**src/rtl/dispatch.sv**
```systemverilog
// dispatch: in-order issue stage of the Tomasulo core.
// Pops one instruction per cycle from the instruction buffer, decodes it,
// reads and renames the register file, and issues to the ALU or load
// reservation stations. The CDB is snooped to retire outstanding tags.
// jeq branches are resolved here and redirect fetch with a flush pulse.
module dispatch #(
  parameter int TAG_W = 4,
  parameter int NREGS = 16
) (
  input  logic             clk,
  input  logic             rst,
  input  logic             ib_empty,
  input  logic [31:0]      ib_data_out,
  output logic             ib_pop,
  output logic             ib_flush,
  output logic             branch_taken,
  output logic [15:0]      branch_target,
  input  logic             alu_free,
  input  logic [TAG_W-1:0] alu_free_tag,
  output logic             alu_issue,
  input  logic             ld_free,
  input  logic [TAG_W-1:0] ld_free_tag,
  output logic             ld_issue,
  output logic             op_a_busy,
  output logic [TAG_W-1:0] op_a_tag,
  output logic [15:0]      op_a_val,
  output logic             op_b_busy,
  output logic [TAG_W-1:0] op_b_tag,
  output logic [15:0]      op_b_val,
  input  logic             cdb_valid,
  input  logic [TAG_W-1:0] cdb_tag,
  input  logic [15:0]      cdb_data,
  output logic             halted
);

  typedef enum logic [1:0] {
    S_RUN     = 2'd0,
    S_BR_WAIT = 2'd1,
    S_HALT    = 2'd2
  } state_t;

  localparam logic [3:0] OP_MOV  = 4'd0;
  localparam logic [3:0] OP_ADD  = 4'd1;
  localparam logic [3:0] OP_LD   = 4'd2;
  localparam logic [3:0] OP_JEQ  = 4'd6;
  localparam logic [3:0] OP_HALT = 4'd15;

  state_t state, state_next;

  // Register file: busy marks a register waiting on the RS named by tag.
  logic             reg_busy [NREGS];
  logic [TAG_W-1:0] reg_tag  [NREGS];
  logic [15:0]      reg_val  [NREGS];

  // Set for one cycle after a taken branch; the IB head is stale then.
  logic flush_hold;

  logic [15:0] head_pc;
  logic [15:0] head_inst;
  logic [3:0]  op;
  logic [3:0]  ra;
  logic [3:0]  rb;
  logic [3:0]  rt;
  logic [7:0]  imm8;
  logic        head_valid;
  logic        jeq_ready;
  logic        jeq_equal;
  logic [15:0] jeq_target;
  logic        mov_write;

  assign head_pc    = ib_data_out[31:16];
  assign head_inst  = ib_data_out[15:0];
  assign op         = head_inst[15:12];
  assign ra         = head_inst[11:8];
  assign rb         = head_inst[7:4];
  assign rt         = head_inst[3:0];
  assign imm8       = head_inst[11:4];
  assign head_valid = !ib_empty && !flush_hold;
  assign jeq_ready  = !op_a_busy && !op_b_busy;
  assign jeq_equal  = (op_a_val == op_b_val);
  assign jeq_target = head_pc + 16'd1 + {{12{rt[3]}}, rt};
  assign halted     = (state == S_HALT);

  // Read both source operands, forwarding a same-cycle CDB result as ready.
  always_comb begin
    op_a_busy = reg_busy[ra];
    op_a_tag  = reg_tag[ra];
    op_a_val  = reg_val[ra];
    op_b_busy = reg_busy[rb];
    op_b_tag  = reg_tag[rb];
    op_b_val  = reg_val[rb];
    if (cdb_valid && reg_busy[ra] && (reg_tag[ra] == cdb_tag)) begin
      op_a_busy = 1'b0;
      op_a_val  = cdb_data;
    end
    if (cdb_valid && reg_busy[rb] && (reg_tag[rb] == cdb_tag)) begin
      op_b_busy = 1'b0;
      op_b_val  = cdb_data;
    end
  end

  // FSM state register.
  always_ff @(posedge clk or posedge rst) begin
    if (rst) begin
      state <= S_RUN;
    end else begin
      state <= state_next;
    end
  end

  // Next-state: park on a jeq with a busy operand, stop for good on halt.
  always_comb begin
    state_next = state;
    case (state)
      S_RUN: begin
        if (head_valid) begin
          if (op == OP_JEQ && !jeq_ready) begin
            state_next = S_BR_WAIT;
          end else if (op == OP_HALT) begin
            state_next = S_HALT;
          end
        end
      end
      S_BR_WAIT: begin
        if (head_valid && jeq_ready) begin
          state_next = S_RUN;
        end
      end
      S_HALT: begin
        state_next = S_HALT;
      end
      default: begin
        state_next = S_RUN;
      end
    endcase
  end

  // Outputs: pop/issue/branch decisions from the state and the IB head.
  always_comb begin
    ib_pop        = 1'b0;
    ib_flush      = 1'b0;
    branch_taken  = 1'b0;
    branch_target = 16'd0;
    alu_issue     = 1'b0;
    ld_issue      = 1'b0;
    mov_write     = 1'b0;
    case (state)
      S_RUN: begin
        if (head_valid) begin
          case (op)
            OP_MOV: begin
              ib_pop    = 1'b1;
              mov_write = 1'b1;
            end
            OP_ADD: begin
              if (alu_free) begin
                ib_pop    = 1'b1;
                alu_issue = 1'b1;
              end
            end
            OP_LD: begin
              if (ld_free) begin
                ib_pop   = 1'b1;
                ld_issue = 1'b1;
              end
            end
            OP_JEQ: begin
              if (jeq_ready) begin
                ib_pop = 1'b1;
                if (jeq_equal) begin
                  branch_taken  = 1'b1;
                  ib_flush      = 1'b1;
                  branch_target = jeq_target;
                end
              end
            end
            default: begin
              ib_pop = 1'b1;
            end
          endcase
        end
      end
      S_BR_WAIT: begin
        if (head_valid && jeq_ready) begin
          ib_pop = 1'b1;
          if (jeq_equal) begin
            branch_taken  = 1'b1;
            ib_flush      = 1'b1;
            branch_target = jeq_target;
          end
        end
      end
      default: begin
        ib_pop = 1'b0;
      end
    endcase
  end

  // Remember a taken branch so the following cycle does not pop stale data.
  always_ff @(posedge clk or posedge rst) begin
    if (rst) begin
      flush_hold <= 1'b0;
    end else begin
      flush_hold <= branch_taken;
    end
  end

  // Register file update: CDB retires tags first, then rename/mov of rt wins.
  always_ff @(posedge clk or posedge rst) begin
    if (rst) begin
      for (int i = 0; i < NREGS; i++) begin
        reg_busy[i] <= 1'b0;
        reg_tag[i]  <= '0;
        reg_val[i]  <= 16'd0;
      end
    end else begin
      for (int i = 0; i < NREGS; i++) begin
        if (cdb_valid && reg_busy[i] && (reg_tag[i] == cdb_tag)) begin
          reg_busy[i] <= 1'b0;
          reg_val[i]  <= cdb_data;
        end
      end
      if (alu_issue) begin
        reg_busy[rt] <= 1'b1;
        reg_tag[rt]  <= alu_free_tag;
      end else if (ld_issue) begin
        reg_busy[rt] <= 1'b1;
        reg_tag[rt]  <= ld_free_tag;
      end else if (mov_write) begin
        reg_busy[rt] <= 1'b0;
        reg_val[rt]  <= {8'd0, imm8};
      end
    end
  end

endmodule

```
**config.mk**
```make
export PLATFORM = sky130hd
export DESIGN_NAME = dispatch
export DESIGN_NICKNAME = d
export VERILOG_FILES = /design/src/rtl/dispatch.sv
export SDC_FILE = /design/constraint.sdc
export NUM_CORES = 1
export LEC_CHECK = 0
export ABC_AREA = 0
export CORE_MARGIN = 8
export CORE_UTILIZATION = 50
export CTS_CLUSTER_DIAMETER = 120
export CTS_CLUSTER_SIZE = 8
export DETAILED_ROUTE_END_ITERATION = 6
export GPL_ROUTABILITY_DRIVEN = 0
export PLACE_DENSITY = 0.69
export SETUP_SLACK_MARGIN = 0.02
export SYNTH_ARGS = -nofsm -noshare
export SYNTH_HDL_FRONTEND = slang
export SYNTH_SLANG_ARGS = --single-unit
```
**constraint.sdc**
```tcl
create_clock -name clk -period 32.8 [get_ports clk]
set_input_delay 6.56 -clock clk [delete_from_list [all_inputs] [get_ports clk]]
set_output_delay 6.56 -clock clk [all_outputs]
set_load 0.1 [all_outputs]
```
==> key figures <==
Outcome
  – Outcome: finished, violations left
  – Failing checks: design-rule violations

Synth
  – Ys flop type: dfrtp_1
  – Number of synthesized flops with an enable pin: 0
  – Syn Nets: 2090
  – Unique masters post-synth: 57
  – Synthesized area: 22100 sq um
  – Area contributors post-synth: dfrtp_1, mux4_2, mux2i_1
  – Sequential-to-total area share from yosys stat: 38.5%
  – Yosys top cell area share: 38.5%
  – Synth area leader: dfrtp_1
  – Share of flip-flops with an asynchronous set or reset: 100%
  – Mean Syn Cell Area: 11.0 sq um
  – Gate count of the mapped netlist: 2008
  – Warnings, synthesis: 0
  – Synth Register Bits: 339

Pwr
  – VDD IR-drop max: 31.8 uV
  – Cell internal pwr: 0.000820 W
  – Seq pwr share: 40.7%
  – Switching power: 0.000373 W
  – Combinational group share of total power: 22.1%
  – Leakage power: 12.3 nW
  – Power Dens Cells: 47.8 nW/um^2
  – Clk pwr share: 37.2%
  – Switching share of power: 31.3%

Critical path
  – Worst endpoint data arrival time: 13.27 ns
  – Crit Path Class: in2out
  – Critical path fanouts, max: 68
  – WP data required: 26.24 ns
  – Startpoint Class: primary input
  – Worst Setup End Kind: output port

Placement
  – Hpwl dp: 44.9 mm
  – I/O Buffers: 129
  – Dpl ws: 13.05 ns

Global route
  – All-Layer GR Usage: 28.8%
  – Antenna violations before repair: 1
  – Global-route wire length before repair: 110 mm
  – Vias in the first global route: 17.4k
  – Overflow left after global routing: 0
  – Largest net degree at the start of global routing: 112

Floorplan
  – # IOs: 130
  – Die area: 51100 sq um
  – Core Area: 43800 sq um
  – Starting Density: 50.3%
  – Site Rows: 77
  – Die Y: 226 um
  – Die Wd: 226 um

Worst hold path
  – Worst min-delay path class: reg2reg

Layout
  – Layout cells sized above 1: 18.9%
  – Nets: 2136
  – ANT cells: 0
  – Syn-to-layout area delta: 13.3%
  – Most frequent cells in the layout: dfrtp_1, mux2i_1, nor2_1
  – Commonest non-fill, non-tap cell in the layout: dfrtp_1

Routing
  – # DRC: 3
  – Routed Antenna Nets: 0
  – Drt first pass iters: 7
  – Total detailed-routing wirelength: 72.7 mm
  – Wire per inst: 27.5 um
  – Vias: 17.4k
  – Via-to-Cell Ratio: 6.57
  – Initial drt markers: 2022

Clock network
  – CTS HTree Levels: 2
  – Clock Path Buffers: 3
  – Clock Sinks: 339
  – Root buf cell: clkbuf_16
  – Worst-Skew Late Latency: 0.59 ns
  – CTS tree: built
  – Clock slew at reported path FFs: 0.05 ns
  – TritonCTS Buffers: 48
  – Post-CTS sizing: 0
  – # hold bufs at CTS: 0
  – Post-CTS Setup Bufs: 0

Job
  – Max-Cap Viols: 0

STA
  – Final worst slack: 12.97 ns
  – Slew at the pin with the worst max-slew slack: 1.21 ns
  – Final Setup Violations: 0
  – Final Hold Fails: 0
  – Worst Skew: 0.0234 ns
  – Final slew viol count: 0
  – RSZ-0062 raised after global routing: no
  – Setup TNS: 0 ns
  – Post-route clock period utilization: 60.5%
  – Fmax: 50.4 MHz
  – Period minus WS final: 19.83 ns
  – Worst slew margin: 18.0%
sequential cells by signal, summed over array words and instances (netlist names):
register    flops
flush_hold      1
reg_busy       16
reg_tag        64
reg_val       256
state           2
synthesized netlist by cell type, types with 2 or more instances:
cell,instances
ha_1,15
o21ai_0,171
xor2_1,49
nor3_2,9
buf_6,5
xnor2_1,27
a21o_1,2
dfrtp_1,339
and3_1,5
nand2_1,182
nor2_1,248
inv_1,26
or2_2,4
buf_2,20
nor3b_1,2
mux2i_1,284
a2111oi_2,2
and2_1,9
mux2_2,30
a2111oi_0,2
nor4_1,5
o22ai_1,10
a211oi_1,5
clkinv_1,2
a21oi_1,74
o31ai_1,3
nor3_1,26
nand2b_1,10
o211ai_1,7
nor4b_2,2
mux4_2,202
nand3_1,22
or3_1,4
clkbuf_1,127
buf_1,20
a222oi_1,7
nor2b_1,6
nand4_1,11
nand3b_1,5
buf_4,12
power groups by stage:
stage,Sequential (W),Combinational (W),Clock (W)
finish,0.000486,0.000264,0.000444
global route,0.000489,0.000281,0.000466
CTS,0.000484,0.000263,0.000449
detailed placement,0.000490,0.000262,0
global placement,0.000487,0.000258,0
floorplan,0.000479,0.000202,0
routing by layer:
metal  track usage (%)  vias to the layer above  wire length, um
met5                 0                        -               11
met2              45.3                     1019            33600
met1              37.3                     8785            27700
li1                  -                     7381                -
met4              12.6                        2             3210
met3              7.39                      223             8090
through the flow:
| step | power [W] | utilization [%] | cells | instance area [sq um] | hold slack (ns) |
|---|---|---|---|---|---|
| 2_1_floorplan | 0.000680 | - | 2008 | 22100 | 0.484 |
| 3_3_place_gp | 0.000745 | 54.1 | 2596 | 23700 | 0.517 |
| 3_5_place_dp | 0.000752 | 54.1 | 2596 | 23700 | 0.531 |
| 4_1_cts | 0.00120 | 57.0 | 2648 | 25000 | 0.537 |
| 5_1_grt | 0.00124 | 57.0 | 2648 | 25000 | 0.567 |
| 6_report | 0.00119 | 57.0 | 2648 | 25000 | 0.535 |
path summary, 6_finish.rpt:
kind	end	cells past startpoint	startpoint	slack, ns
min in group asynchronous	reg_tag[5]	2	rst	6.48
worst max-delay path	branch_target[4]	13	ib_data_out[9]	12.97
worst max register to register	flush_hold	11	reg_tag[28]	27.66
max in group asynchronous	reg_val[133]	4	rst	24.13
worst min register to register	state[1]	1	state[0]	0.53
worst min-delay path	state[1]	1	state[0]	0.53
critical path, stage by stage:
cell             delay [ns]
buf_4                  0.43
buf_4                  0.85
mux4_2                 0.62
mux2i_1                0.15
mux2i_1                0.13
xnor2_1                0.39
nand3_4                0.39
mux2_1                 0.47
or2_2                  0.30
a2111oi_2              0.42
nand4_2                0.67
nor4_1                 0.58
clkdlybuf4s50_1        1.22
cells by family after synthesis:
| family | after synthesis | synth area share, % |
|---|---|---|
| XOR/XNOR | 76 | 3.02 |
| AND/OR/NAND/NOR | 556 | 11.0 |
| buffers and inverters | 212 | 4.10 |
| flip-flops | 339 | 38.5 |
| AO/OA/AOI/OAI | 291 | 7.29 |
| multiplexers | 518 | 35.2 |
| adder cells (fa/ha/maj) | 16 | 0.942 |
layout make-up:
cell class                 count  area [sq um]
tap                          592           741
timing repair buffer         180          1650
inverter                      28           113
fill                        3579         18800
sequential                   339          8480
clock inverter                 2          23.8
multi-input combinational   1457         12700
clock buffer                  50          1250
No activity file was read; power rests on OpenSTA's default activity.
